<file path="config.mk">
export PLATFORM = sky130hd
export DESIGN_NAME = icache_ctrl
export DESIGN_NICKNAME = d
export VERILOG_FILES = /design/src/rtl/ca_pkg.sv /design/src/rtl/ca_wrap_cnt.sv /design/src/rtl/icache_ctrl.sv
export SDC_FILE = /design/constraint.sdc
export NUM_CORES = 1
export LEC_CHECK = 0
export CORE_UTILIZATION = 55
export CTS_CLUSTER_SIZE = 20
export DETAILED_ROUTE_END_ITERATION = 16
export PLACE_DENSITY = 0.85
export SYNTH_ARGS = -nofsm -noshare
export SYNTH_HDL_FRONTEND = slang
export SYNTH_HIERARCHICAL = 1
export SYNTH_SLANG_ARGS = --single-unit
</file>
<file path="constraint.sdc">
create_clock -name clk -period 5.3 [get_ports clk]
set_input_delay 0.795 -clock clk [delete_from_list [all_inputs] [get_ports clk]]
set_output_delay 0.795 -clock clk [all_outputs]
set_load 0.005 [all_outputs]
</file>
<file path="src/rtl/ca_pkg.sv">
// Shared types and default constants for the instruction-cache fill/clear controller.
package ca_pkg;

   typedef enum logic [1:0] {
      IDLE  = 2'd0,
      FILL  = 2'd1,
      CLEAR = 2'd2
   } state_e;

   localparam int DEF_CACHE_ENTRIES   = 8;
   localparam int DEF_CNT_W           = 16;
   localparam int DEF_CLEAR_ON_RESET  = 1;
   localparam int DEF_FLUSH_ON_BRANCH = 1;

endpackage

</file>
<file path="src/rtl/ca_wrap_cnt.sv">
// Modulo-N up-counter with synchronous clear; serves as both the clear sweep
// index and the round-robin fill pointer.
module ca_wrap_cnt
   import ca_pkg::*;
#(
   parameter int N = DEF_CACHE_ENTRIES,
   parameter int W = $clog2(DEF_CACHE_ENTRIES)
) (
   input  logic         clk,
   input  logic         rst,
   input  logic         clr,
   input  logic         inc,
   output logic [W-1:0] cnt_o
);

   localparam logic [W-1:0] MAX = W'(N - 1);

   logic [W-1:0] cnt_q, cnt_d;

   always_comb begin
      cnt_d = cnt_q;
      if (clr) begin
         cnt_d = '0;
      end else if (inc) begin
         cnt_d = (cnt_q == MAX) ? '0 : cnt_q + W'(1);
      end
   end

   always_ff @(posedge clk) begin
      if (rst) begin
         cnt_q <= '0;
      end else begin
         cnt_q <= cnt_d;
      end
   end

   assign cnt_o = cnt_q;

endmodule

</file>
<file path="src/rtl/icache_ctrl.sv">
// Instruction-cache controller: serves hits, fills one entry per miss round-robin,
// and sweeps all valid bits clear after reset or on control-flow change.
//
// state | meaning
// IDLE  | lookups served from cache; a miss starts a fill, a branch starts a sweep
// FILL  | memory request outstanding; the ack cycle writes entry rr_ptr valid
// CLEAR | one entry invalidated per cycle, 0..CACHE_ENTRIES-1
module icache_ctrl
   import ca_pkg::*;
#(
   parameter int CACHE_ENTRIES   = DEF_CACHE_ENTRIES,
   parameter int CACHE_ADDR_LEFT = $clog2(CACHE_ENTRIES) - 1,
   parameter int CLEAR_ON_RESET  = DEF_CLEAR_ON_RESET,
   parameter int FLUSH_ON_BRANCH = DEF_FLUSH_ON_BRANCH,
   parameter int CNT_W           = DEF_CNT_W
) (
   input  logic                     clk,
   input  logic                     rst,
   input  logic                     fetch_valid,
   input  logic                     cache_hit,
   input  logic                     branch_or_jump,
   input  logic                     mem_ack,
   output logic                     cache_read,
   output logic                     cache_write_,
   output logic [CACHE_ADDR_LEFT:0] cache_w_addr,
   output logic                     new_valid,
   output logic                     cache_stall,
   output logic                     mem_req,
   output logic [CNT_W-1:0]         hit_cnt,
   output logic [CNT_W-1:0]         miss_cnt
);

   localparam int                AW        = CACHE_ADDR_LEFT + 1;
   localparam logic [AW-1:0]     LAST      = AW'(CACHE_ENTRIES - 1);
   localparam logic              FOB       = (FLUSH_ON_BRANCH != 0);
   localparam state_e            RST_STATE = (CLEAR_ON_RESET != 0) ? CLEAR : IDLE;

   state_e           state_q, state_d;
   logic             flush_pend_q, flush_pend_d;
   logic [CNT_W-1:0] hit_cnt_q, miss_cnt_q;
   logic [AW-1:0]    clr_cnt, rr_ptr;
   logic             clr_inc, clr_clr, rr_inc, rr_clr, hit_inc, miss_inc, flush;

   ca_wrap_cnt #(.N(CACHE_ENTRIES), .W(AW)) u_clr_cnt (
      .clk(clk), .rst(rst), .clr(clr_clr), .inc(clr_inc), .cnt_o(clr_cnt)
   );

   ca_wrap_cnt #(.N(CACHE_ENTRIES), .W(AW)) u_rr_ptr (
      .clk(clk), .rst(rst), .clr(rr_clr), .inc(rr_inc), .cnt_o(rr_ptr)
   );

   always_ff @(posedge clk) begin
      if (rst) begin
         state_q      <= RST_STATE;
         flush_pend_q <= 1'b0;
         hit_cnt_q    <= '0;
         miss_cnt_q   <= '0;
      end else begin
         state_q      <= state_d;
         flush_pend_q <= flush_pend_d;
         if (hit_inc && !(&hit_cnt_q)) hit_cnt_q <= hit_cnt_q + CNT_W'(1);
         if (miss_inc && !(&miss_cnt_q)) miss_cnt_q <= miss_cnt_q + CNT_W'(1);
      end
   end

   always_comb begin
      state_d      = state_q;
      flush_pend_d = flush_pend_q;
      cache_read   = 1'b0;
      cache_write_ = 1'b1;
      new_valid    = 1'b0;
      cache_w_addr = '0;
      cache_stall  = 1'b0;
      mem_req      = 1'b0;
      clr_inc      = 1'b0;
      rr_inc       = 1'b0;
      rr_clr       = 1'b0;
      hit_inc      = 1'b0;
      miss_inc     = 1'b0;
      flush        = branch_or_jump & FOB;
      clr_clr      = (state_q != CLEAR);

      unique case (state_q)
         IDLE: begin
            cache_read  = 1'b1;
            cache_stall = (fetch_valid & ~cache_hit) | flush;
            hit_inc     = fetch_valid & cache_hit;
            if (flush) begin
               state_d = CLEAR;
            end else if (fetch_valid && !cache_hit) begin
               state_d  = FILL;
               miss_inc = 1'b1;
            end
         end
         FILL: begin
            mem_req     = 1'b1;
            cache_stall = 1'b1;
            if (flush) flush_pend_d = 1'b1;
            if (mem_ack) begin
               cache_write_ = 1'b0;
               new_valid    = 1'b1;
               cache_w_addr = rr_ptr;
               rr_inc       = 1'b1;
               flush_pend_d = 1'b0;
               // A branch landing on the ack cycle itself still owes a sweep.
               state_d      = (flush_pend_q | flush) ? CLEAR : IDLE;
            end
         end
         CLEAR: begin
            cache_write_ = 1'b0;
            cache_w_addr = clr_cnt;
            cache_stall  = 1'b1;
            clr_inc      = 1'b1;
            rr_clr       = 1'b1;
            if (clr_cnt == LAST) state_d = IDLE;
         end
         default: state_d = IDLE;
      endcase

      if (rst) begin
         cache_read   = 1'b0;
         cache_write_ = 1'b1;
         new_valid    = 1'b0;
         cache_w_addr = '0;
         cache_stall  = 1'b1;
         mem_req      = 1'b0;
      end
   end

   assign hit_cnt  = hit_cnt_q;
   assign miss_cnt = miss_cnt_q;

endmodule

</file>
==> out/results.ini <==
[detailed_routing]
totalWireLength_mm=5.17
wl_per_cell_um=14.2
ant_nets=0
vias=2202
viasPerCell=6.07
firstDrtPassIters=6
drt-initial-drc-count=126
drc=0

[worst_setup_path]
cp-start-kind=input pin
worstPathCellList=clkdlybuf4s50_1 > and2_1 > a21oi_1 > or2_2 > clkdlybuf4s50_1
cp_data_required_time_ps=4510
slowest_delay_ps=480
worstPathArrival_ps=2400
critPathKind=in -> out
crit_path_max_fanout=10
end_kind=primary output
critPathTopFamily=buffers and inverters
path_buf_inv=2
cp_slowest_cell=clkdlybuf4s50_1
cpMostUsedCell=clkdlybuf4s50_1

[run_status]
status=completed

[layout]
layout.nets=328
antenna_cells=0
drive_gt1_share_pct=8.95
final_common_cell=clkdlybuf4s50_1
area_growth_syn_to_layout_pct=26.5
final_cell_mix=clkdlybuf4s50_1 (44), dfxtp_1 (41), nor2_1 (22), a21oi_1 (22), nand3_1 (12)

[synthesis]
synth_edf_count=0
netlist_area_um2=2290
syn_inst=269
yosysWarnings=6
ys.flop_type=dfxtp_1
synth_nets=285
synth_cell_types=46
synth.avg_cell_area_um2=8.50
postSynth.asyncResetShare_pct=0
ys_seq_area_share_pct=35.9
ys_ff_latch=41

[clocking]
ctsResizeCount=0
cts_max_level=2
clk_latency_ps=300
clockBufferDepth=2
clock_sinks=41
cts_setup_buffers=0
clkSlewWorstSetupHoldPaths_ps=80
cts_inserted_buffers=5
hold_buffers=0
cts_root_buf=clkbuf_8
cts_tree=yes

[grt]
grt_pass1_vias=1986
grt_pass1_wl_mm=8.45
grt_overflow=0
grt_usage_pct=24.8
antenna_found_initial=0
grt_max_degree=59

[timing]
final.period_utilization_pct=60.3
tightest_slew_ps=971
fin_setup_tns_ps=0
whs_ps=511
setup_violations=0
slew_violations=0
clock-skew-final_ps=8.91
max_slew_margin_pct=35.2
hold_violations=0
period_minus_slack_ps=3200
fmax_ghz=0.313
rsz0062_at_grt=no

[place]
io_buffers=45
place_congestion=0.851
hpwlAfterDp_mm=3.54

[pwr]
p_clk_share_pct=40.6
switching_power_uw=178
pwr-share-seq_pct=45.0
p_int_uw=559
p_sw_share_pct=24.2
combinationalPowerShare_pct=14.5
powerDensity_nw_per_um2=255
vdd_drop_max_v=0.000148
p_leak_uw=0.00100

[min_path]
hold_path.class=reg -> reg

[die]
core_um2=4000
fp.dieArea_um2=4420
fp.dieW_um=66.5
fp.dieH_um=66.5
start_util_pct=57.2
fp-row-count=23
io_pins=46

[flow_run]
drv_cap=0

## power by group through the flow
| stage | registers (uW) | clock network (uW) | logic, uW |
|---|---|---|---|
| 2_1_floorplan | 334 | 0 | 69.6 |
| 6_report | 331 | 299 | 107 |
| 3_5_place_dp | 338 | 0 | 106 |
| 3_3_place_gp | 337 | 0 | 103 |
| 5_1_grt | 332 | 315 | 118 |
| 4_1_cts | 331 | 302 | 107 |
## worst paths after layout
path | from | endpoint | slack (ps) | cells past startpoint
max reg2reg | state_q[0] | hit_cnt[13] | 2900 | 6
max | mem_ack | cache_write_ | 2100 | 5
min reg2reg | u_rr_ptr/cnt_o[1] | u_rr_ptr/cnt_o[1] | 510 | 2
min | u_rr_ptr/cnt_o[1] | u_rr_ptr/cnt_o[1] | 510 | 2
## cell type report
type                       count  area (um^2)
inverter                      10         37.5
tap                           50         62.6
timing repair buffer          46          453
clock buffer                   5         68.8
multi-input combinational    208         1390
sequential                    41          821
fill                         332         1110
clock inverter                 3         65.1
## tightest hold or removal path, stage by stage (launching register included)
cell and delay [ps]:
dfxtp_1 330, nand2b_1 70, a211oi_1 60
## cell families (layout without fill, tap and decap cells)
kind of cell	count (synthesis)	count (layout)	synth area share [%]
xor+xnor	1	1	0.383
buf+inv	20	64	3.50
mux	13	13	6.18
flops	41	41	35.9
fa+ha+maj	10	10	5.47
compound gates	59	59	17.0
simple gates	125	125	31.6
## state kept, by name, summed over array words and instances (netlist names)
signal	flops
state_q	2
hit_cnt	16
u_clr_cnt/cnt_o	3
miss_cnt	16
u_rr_ptr/cnt_o	3
flush_pend_q	1
## stage by stage
step	worst slack, ps	total power (uW)	instances	instance area (um^2)	utilization (%)
after detailed placement	2120	443	355	2760	69.0
final	2100	737	363	2890	72.3
after CTS	2110	740	363	2890	72.3
after global routing	2040	766	363	2890	72.3
after global placement	2140	440	355	2760	69.0
after floorplan	2990	404	269	2290	-
## metal layers
metal  share of wire [%]  global-route usage, %  wire, um  vias up
met2                  48                   42.7      2500       56
met3                 5.1                   4.79       262       11
met5                   0                      0         0        -
met4                 1.9                   10.4        99        0
li1                    -                      -         -     1085
met1                  45                   30.0      2300     1050
## synth_stat cells, types with 10 or more instances
| master | n | area (um^2) |
|---|---|---|
| dfxtp_1 | 41 | 821 |
| a21oi_1 | 22 | 110 |
| nor2_1 | 22 | 82.6 |
| nand3_1 | 12 | 60.1 |
| nand2_1 | 11 | 41.3 |
| nor3_1 | 11 | 55.1 |
| ha_1 | 10 | 125 |
| inv_1 | 10 | 37.5 |
| nand2b_1 | 10 | 62.6 |
| nand4_1 | 10 | 62.6 |
| or4_1 | 10 | 75.1 |
Note: power is estimated with default switching activity, not from simulation.
